--- src/rtl/sysid_probe_master.sv ---
// sysid_probe_master: Avalon-MM read master that fetches the system ID (word 0)
// and build timestamp (word 1), compares both against expected values and
// reports pass/fail, the captured words and an error code.
module sysid_probe_master #(
  parameter logic [31:0] EXPECTED_ID        = 32'h0000_0000,
  parameter logic [31:0] EXPECTED_TIMESTAMP = 32'd1327904020,
  parameter logic [15:0] TIMEOUT_CYCLES     = 16'd255
) (
  input  logic        clock,
  input  logic        reset,
  input  logic        start,
  output logic        avm_address,
  output logic        avm_read,
  input  logic        avm_waitrequest,
  input  logic [31:0] avm_readdata,
  input  logic        avm_readdatavalid,
  output logic        busy,
  output logic        done,
  output logic        pass,
  output logic [1:0]  error,
  output logic [31:0] id_value,
  output logic [31:0] ts_value
);

  typedef enum logic [2:0] {
    S_IDLE,
    S_ID_REQ,
    S_ID_WAIT,
    S_TS_REQ,
    S_TS_WAIT,
    S_DONE
  } state_t;

  localparam logic [1:0] ERR_NONE    = 2'b00;
  localparam logic [1:0] ERR_ID      = 2'b01;
  localparam logic [1:0] ERR_TS      = 2'b10;
  localparam logic [1:0] ERR_TIMEOUT = 2'b11;

  // Last counter value a transaction may reach before it is abandoned.
  localparam logic [15:0] TIMEOUT_LAST = TIMEOUT_CYCLES - 16'd1;

  state_t      state_q, state_d;
  logic [15:0] cnt_q, cnt_d;
  logic        avm_read_q, avm_read_d;
  logic        avm_address_q, avm_address_d;
  logic        busy_q, busy_d;
  logic        done_q, done_d;
  logic        pass_q, pass_d;
  logic [1:0]  error_q, error_d;
  logic [31:0] id_value_q, id_value_d;
  logic [31:0] ts_value_q, ts_value_d;
  logic        timeout_hit;

  assign timeout_hit = (cnt_q == TIMEOUT_LAST);

  // Next-state, capture and result logic; bus/status outputs are derived from
  // the next state so that every output comes straight from a flop.
  always_comb begin
    state_d    = state_q;
    cnt_d      = cnt_q;
    pass_d     = pass_q;
    error_d    = error_q;
    id_value_d = id_value_q;
    ts_value_d = ts_value_q;

    case (state_q)
      S_IDLE: begin
        if (start) begin
          state_d    = S_ID_REQ;
          cnt_d      = 16'd0;
          pass_d     = 1'b0;
          error_d    = ERR_NONE;
          id_value_d = 32'd0;
          ts_value_d = 32'd0;
        end
      end
      S_ID_REQ, S_TS_REQ: begin
        cnt_d = cnt_q + 16'd1;
        // Timeout takes priority over a request accepted in the same cycle.
        if (timeout_hit) begin
          state_d = S_DONE;
          error_d = ERR_TIMEOUT;
          pass_d  = 1'b0;
        end else if (!avm_waitrequest) begin
          state_d = (state_q == S_ID_REQ) ? S_ID_WAIT : S_TS_WAIT;
        end
      end
      S_ID_WAIT: begin
        cnt_d = cnt_q + 16'd1;
        // A response arriving on the timeout cycle still counts.
        if (avm_readdatavalid) begin
          id_value_d = avm_readdata;
          if (avm_readdata == EXPECTED_ID) begin
            state_d = S_TS_REQ;
            cnt_d   = 16'd0;
          end else begin
            state_d = S_DONE;
            error_d = ERR_ID;
          end
        end else if (timeout_hit) begin
          state_d = S_DONE;
          error_d = ERR_TIMEOUT;
          pass_d  = 1'b0;
        end
      end
      S_TS_WAIT: begin
        cnt_d = cnt_q + 16'd1;
        if (avm_readdatavalid) begin
          ts_value_d = avm_readdata;
          state_d    = S_DONE;
          if (avm_readdata == EXPECTED_TIMESTAMP) begin
            pass_d  = 1'b1;
            error_d = ERR_NONE;
          end else begin
            error_d = ERR_TS;
          end
        end else if (timeout_hit) begin
          state_d = S_DONE;
          error_d = ERR_TIMEOUT;
          pass_d  = 1'b0;
        end
      end
      S_DONE: begin
        state_d = S_IDLE;
      end
      default: begin
        state_d = S_IDLE;
      end
    endcase

    avm_read_d    = (state_d == S_ID_REQ) || (state_d == S_TS_REQ);
    avm_address_d = (state_d == S_TS_REQ);
    busy_d        = (state_d == S_ID_REQ) || (state_d == S_ID_WAIT) ||
                    (state_d == S_TS_REQ) || (state_d == S_TS_WAIT);
    done_d        = (state_d == S_DONE);
  end

  // State and output registers with synchronous reset.
  always_ff @(posedge clock) begin
    if (reset) begin
      state_q       <= S_IDLE;
      cnt_q         <= 16'd0;
      avm_read_q    <= 1'b0;
      avm_address_q <= 1'b0;
      busy_q        <= 1'b0;
      done_q        <= 1'b0;
      pass_q        <= 1'b0;
      error_q       <= ERR_NONE;
      id_value_q    <= 32'd0;
      ts_value_q    <= 32'd0;
    end else begin
      state_q       <= state_d;
      cnt_q         <= cnt_d;
      avm_read_q    <= avm_read_d;
      avm_address_q <= avm_address_d;
      busy_q        <= busy_d;
      done_q        <= done_d;
      pass_q        <= pass_d;
      error_q       <= error_d;
      id_value_q    <= id_value_d;
      ts_value_q    <= ts_value_d;
    end
  end

  assign avm_read    = avm_read_q;
  assign avm_address = avm_address_q;
  assign busy        = busy_q;
  assign done        = done_q;
  assign pass        = pass_q;
  assign error       = error_q;
  assign id_value    = id_value_q;
  assign ts_value    = ts_value_q;

endmodule

--- config.mk ---
export PLATFORM = sky130hd
export DESIGN_NAME = sysid_probe_master
export DESIGN_NICKNAME = d
export VERILOG_FILES = /design/src/rtl/sysid_probe_master.sv
export SDC_FILE = /design/constraint.sdc
export NUM_CORES = 1
export LEC_CHECK = 0
export ABC_CLOCK_PERIOD_IN_PS = 2300
export BUFFER_PORTS_ARGS = -buffer_cell sky130_fd_sc_hd__buf_2
export CORE_AREA = 2 2 101 83
export CTS_CLUSTER_SIZE = 20
export DETAILED_ROUTE_END_ITERATION = 10
export DIE_AREA = 0 0 103 85
export PLACE_DENSITY = 0.8
export SETUP_SLACK_MARGIN = 0.2
export SLEW_MARGIN = 15
export SYNTH_ARGS = -nofsm -noshare
export SYNTH_HDL_FRONTEND = slang
export SYNTH_SLANG_ARGS = --single-unit
--- constraint.sdc ---
create_clock -name clock -period 2.3 [get_ports clock]
set_input_delay 0.23 -clock clock [delete_from_list [all_inputs] [get_ports clock]]
set_output_delay 0.23 -clock clock [all_outputs]
set_load 0.03 [all_outputs]
==> results of run 1 <==
where the power goes:
part,leakage [nW],internal (W),switching (W)
Clock,0.0994,0.000529,0.000546
Sequential,0.726,0.00158,0.0000226
Combinational,1.01,0.000105,0.000261
cell families after synthesis:
| logic type | Yosys count | synth area share |
|---|---|---|
| AO/OA/AOI/OAI | 97 | 0.1684 |
| adder cells (fa/ha/maj) | 2 | 0.006615 |
| flip-flops | 90 | 0.4763 |
| AND/OR/NAND/NOR | 195 | 0.2660 |
| buffers and inverters | 38 | 0.04995 |
| XOR/XNOR | 13 | 0.03010 |
| multiplexers | 1 | 0.002646 |
state kept, by name (all words and copies together) (netlist names):
| signal | count |
|---|---|
| avm_address | 1 |
| avm_read | 1 |
| ts_value | 32 |
| state_q | 3 |
| busy | 1 |
| cnt_q | 16 |
| id_value | 32 |
| error | 2 |
| done | 1 |
| pass | 1 |
synthesized netlist by cell type, drive strengths merged, types with 3 or more instances:
| cell type | n |
|---|---|
| nor2b | 3 |
| dfxtp | 90 |
| nand4 | 8 |
| xnor2 | 9 |
| clkbuf | 16 |
| inv | 8 |
| nor4 | 13 |
| o21ai | 5 |
| nand3 | 38 |
| nand2 | 46 |
| nor4b | 4 |
| nor2 | 61 |
| buf | 14 |
| or3 | 3 |
| xor2 | 4 |
| nor3 | 7 |
| o22ai | 4 |
| nand2b | 3 |
| a22oi | 32 |
| a21oi | 41 |
area by class of cell:
| cell class | instances | area, sq um | share of cell area |
|---|---|---|---|
| clock buffers | 11 | 141.4 | 0.03102 |
| flip-flops and latches | 90 | 1802 | 0.3953 |
| clock inverters | 4 | 52.55 | 0.01153 |
| well taps | 108 | 135.1 | 0.02965 |
| inverters | 8 | 30.03 | 0.006588 |
| repair buffers | 114 | 600.6 | 0.1318 |
| multi-input cells | 308 | 1797 | 0.3942 |
metal layers:
metal | global-route usage | routed length [um] | share of wire | up-vias
met1 | 0.3170 | 4443 | 0.42 | 1749
met5 | 0 | 0 | 0 | -
met4 | 0.06818 | 112 | 0.011 | 0
met2 | 0.3772 | 4972 | 0.47 | 167
met3 | 0.07578 | 949 | 0.091 | 17
li1 | - | - | - | 1737
worst register-to-register path, delay by kind of cell (launching register included):
family,cells,cell delay (ns)
flip-flops,1,0.40
adder cells (fa/ha/maj),1,0.19
AO/OA/AOI/OAI,3,0.70
AND/OR/NAND/NOR,2,0.47
buffers and inverters,1,0.07
per-stage QoR:
stage,worst slack (ns),util,area (sq um),hold slack [ns]
2_1_floorplan,0.5483,-,3782,0.3819
3_3_place_gp,0.2530,0.5620,4364,0.4348
3_5_place_dp,0.2035,0.5620,4364,0.4421
4_1_cts,0.4245,0.5870,4558,0.1239
5_1_grt,0.3054,0.5870,4558,0.1428
6_report,0.4093,0.5870,4558,0.1425
cell usage in the layout, fill, tap and decap left out, drive strengths merged, types with 4 or more instances in the layout:
master  count
a21oi      41
a22oi      32
buf       114
clkbuf     11
dfxtp      90
inv         8
nand2      46
nand3      38
nand4       8
nor2       61
nor3        7
nor4       13
nor4b       4
o21ai       5
o22ai       4
xnor2       9
xor2        4
how the worst max path moves through the flow:
stage,start,endpoint,slack (ns),depth (start not counted)
after floorplan,cnt_q[0],pass,0.55,8
after global placement,avm_readdata[7],cnt_q[6],0.25,6
after detailed placement,avm_readdata[7],cnt_q[2],0.20,6
after CTS,cnt_q[0],pass,0.42,7
after global routing,state_q[2],ts_value[10],0.31,5
final,cnt_q[0],pass,0.41,7
==> impl_metrics.toml, run 1 <==
[run_status]
status = "complete, no violations"

[synthesis]
ys_warn_count = 0
synth_nets = 475
yosysTopAreaCellShare = 0.4763
synth_top_area_cell = "dfxtp_1"
yosys-top-cells-area = "dfxtp_1, a22oi_1, nor2_1"
synth_edf_count = 0
syn_area_sq_mm = 0.003782
yosys.cell_types.count = 56
synth.avg_cell_area_sq_um = 8.675
yosysSeqAreaShare = 0.4763
netlist_instances = 436
async_flop_share = 0
postSynthRegisterBits = 90
synthFlopType = "dfxtp_1"

[sta]
maxClockFrequency_mhz = 528.9
setup_viol = 0
slew_headroom = 0.5202
min_period_ns = 1.891
fin_skew_ns = 0.01369
post-route-period-util = 0.8220
fin_setup_tns_ns = 0
drv_slew = 0
worstMarginPinSlew_ns = 0.7197
rsz0062_at_grt = "no"
hold_viol = 0

[pwr]
vdd_drop_max_v = 0.0004741
p_leak_nw = 1.840
power_density_mw_per_mm2 = 667.9
fin_total_pwr_w = 0.003044

[clocking]
cts_made_buffers = 9
cts_root_buf = "clkbuf_8"
clockBufferDepth = 2
cts_tree = "yes"
insertion_delay_ns = 0.35
cts_setup_buffers = 0
clkTransAtPathRegs_ns = 0.09
cts_resized = 0
cts.sinks = 90
h-tree-depth = 3
holdBufCountCts = 0

[global_routing]
grt_overflow = 0
grt_usage = 0.2395
grt_max_degree = 39
grt_pass1_wl_mm = 16.53
first_global_vias = 3375
antenna_found_initial = 0

[die]
die_x_um = 103
start_util = 0.4871
rows = 29
die_area_sq_mm = 0.008755
fp.dieH_um = 85
core_area_sq_mm = 0.007765
io_pins = 108

[drt]
wl_per_cell_um = 16.29
drcViolationCount = 0
drt_iter0_markers = 221
ant_nets = 0
via_count = 3670
routed_via_density = 5.708
routed_wl_mm = 10.48
dr.pass1.iters = 5

[worst_setup_path]
worst_ep_arrival_time_ns = 2.17
r2r_cells = 7
cp_max_fo = 6
critical_path_required_ns = 2.58
worstReg2RegEnd = "pass"
path_cells = "inv_1, ha_1, nor3b_1, and4b_1, a31o_1, a221o_1, a21oi_1"
cpPeakStageDelay_ns = 0.40
critPathBufInv = 1
r2r_start = "cnt_q[0]"
cp_slowest_cell = "dfxtp_1"
reg2reg_slack_ns = 0.41
crit_family = "compound AO/OA/AOI/OAI gates"
start_kind = "register"
cp-end-kind = "register"
crit_type = "reg2reg"

[final_layout]
drive_above_1_share = 0.2729
antenna_cells = 0
nFillCells = 728
nNetsFinal = 570
finalNonFillerCells = 643
syn2layout_area_growth_pct = 20.51

[min_path]
whs_path_depth = 3
hp-start = "avm_readdata[15]"
min_path_type = "in2reg"
whs_endpoint = "ts_value[15]"

[place]
place_inst = 628
gp_congestion = 0.9050
io_buffers = 107
hpwlAfterDp_mm = 7.349

[job]
cap_violations = 0
Power figures use the tool's default switching activity.
==> run 2: changes to the inputs <==
Settings changed: ABC_CLOCK_PERIOD_IN_PS 2300 to 1600, CORE_AREA 2 2 101 83 to 2 2 104 86, DIE_AREA 0 0 103 85 to 0 0 106 88, PLACE_DENSITY 0.8 to 0.78.
Clock period 2.3 ns to 1.6 ns, I/O delays scaled along.
==> run 2 against run 1 <==
Flip-flop and latch count stayed put. Non-clock buffer count increased by 104. Largest power group unchanged. Register-to-register slack worse by 0.70 ns. Sequential power increased by 44%. Fmax increased by 0.23%. Clock skew fell by 0.0015 ns. Combinational power rose to 3.7 times the previous value. Power increased by 74%. Core utilization rose by 22 points. The flow now finishes with violations (setup timing). Highest routed layer unchanged.
==> impl_metrics.toml, run 2 (same netlist as run 1, synthesis figures left out) <==
[sta]
setup_viol = 49
whs_ns = 0.08179
slew_headroom = 0.6225
fin_skew_ns = 0.01220
drv_slew = 0
worstMarginPinSlew_ns = 0.5662
maxClockFrequency_mhz = 530.1
rsz0062_at_grt = "yes"
setup_ws_ns = -0.2864
post-route-period-util = 1.179
hold_viol = 0
min_period_ns = 1.886

[place]
hpwlAfterDp_mm = 8.613
io_buffers = 107
gp_congestion = 0.9596

[drt]
wl_per_cell_um = 25.63
ant_nets = 0
routed_via_density = 6.467
dr.pass1.iters = 7
via_count = 4863
drcViolationCount = 0
routed_wl_mm = 19.27
drt_iter0_markers = 675

[die]
fp.dieH_um = 88
die_area_sq_mm = 0.009328
start_util = 0.4560
io_pins = 108
rows = 30
die_x_um = 106
core_area_sq_mm = 0.008295

[final_layout]
antenna_cells = 0
drive_above_1_share = 0.6266
mostFrequentLayoutCells = "buf_2, dfxtp_1, buf_4"
layout_commonest_cell = "buf_2"
nNetsFinal = 674
syn2layout_area_growth_pct = 76.68

[worst_setup_path]
critical_path_required_ns = 1.86
r2r_start = "cnt_q[10]"
cp-end-kind = "register"
crit_top_cell = "buf_4"
start_kind = "register"
reg2reg_slack_ns = -0.29
r2r_cells = 7
critPathLaunch = "cnt_q[10]"
path_cells = "nor4b_4, buf_4, buf_4, nand4b_1, a32o_1, o21ai_2, a211oi_1"
cpPeakStageDelay_ns = 0.36
cp_max_fo = 2
crit_type = "reg2reg"
worstReg2RegEnd = "busy"
worst_ep_arrival_time_ns = 2.14
endpoint = "busy"
cp_slowest_cell = "dfxtp_4"

[global_routing]
grt_max_degree = 43
grt_overflow = 0
grt_pass1_wl_mm = 25.14
antenna_found_initial = 0
first_global_vias = 4676
grt_usage = 0.3536

[pwr]
fin_total_pwr_w = 0.005287
power_density_mw_per_mm2 = 791.2
vdd_drop_max_v = 0.0005399
p_leak_nw = 2.700

[clocking]
cts_tree = "yes"
insertion_delay_ns = 0.38
clkTransAtPathRegs_ns = 0.09
clockBufferDepth = 2
cts_made_buffers = 9
h-tree-depth = 3
cts.sinks = 90
cts_root_buf = "clkbuf_8"

[run_status]
status = "finished, violations left"
violations = "setup timing"

[job]
cap_violations = 0

[min_path]
min_path_type = "in2reg"
## run 2: changes by cell type in the layout (fill, tap and decap cells not counted), moves of 14 or more
cell / change
a21oi_1: -20
a21oi_2: +18
a22oi_1: -32
a22oi_2: +32
buf_4: +51
buf_6: +33
nand3_1: -30
nand3_2: +26
nor2_1: -14
## run 2: worst max-delay path, delay by kind of cell, from the launching register on
kind / cells / cell delay (ns)
DFF: 1 / 0.36
and+or+nand+nor: 2 / 0.47
AOI/OAI and AO/OA: 3 / 0.67
buffers and inverters: 2 / 0.26
## run 2: layout make-up
cell class	instances	area [sq um]
clock buffer	10	127.6
timing repair buffer	218	1800
fill	397	1613
multi-input combinational	308	2688
clock inverter	6	72.57
inverter	8	30.03
sequential	90	1824
tap	112	140.1
## run 2: repair_timing
action | 4_1_cts | 5_1_grt
endpoints found under the setup margin | 90 | 90
endpoints found under the hold margin | 0 | 0
resized for setup | 139 | 84
hold buffers | 0 | 0
buffers inserted | 22 | 12
gates cloned | 8 | 0
pin swaps | 65 | 35
## run 2: through the flow
step	setup TNS, ns	cells	setup WS [ns]	instance area [sq um]	util
after floorplan	-0.1612	436	-0.06874	3953	-
after global placement	-2.292	694	-0.1507	5005	0.6033
after detailed placement	-3.990	694	-0.2133	5005	0.6033
after CTS	-0.7932	740	-0.1316	6212	0.7489
after global routing	-5.833	752	-0.3303	6683	0.8056
final	-4.376	752	-0.2864	6683	0.8056
## run 2: how the worst min path moves through the flow
stage / endpoint / slack [ns] / startpoint / cells after the start
floorplan: pass / 0.31 / avm_readdatavalid / 2
global placement: ts_value[13] / 0.44 / ts_value[13] / 2
detailed placement: ts_value[12] / 0.44 / ts_value[12] / 2
CTS: ts_value[29] / 0.07 / avm_readdata[29] / 3
global route: ts_value[0] / 0.07 / avm_readdata[0] / 3
finish: ts_value[0] / 0.08 / avm_readdata[0] / 3
## run 2: routing by layer
metal  GRT usage  wire [um]  up-vias
met5           0          0        -
met4      0.1830       1505        0
met3      0.1079       2412      161
met2      0.5795       8481      478
met1      0.4257       6873     2278
li1            -          -     1946
## run 2: where the power goes
part | internal, W | switching [W]
sequential | 0.00227 | 0.0000253
combinational | 0.000601 | 0.000767
clock | 0.000739 | 0.000884
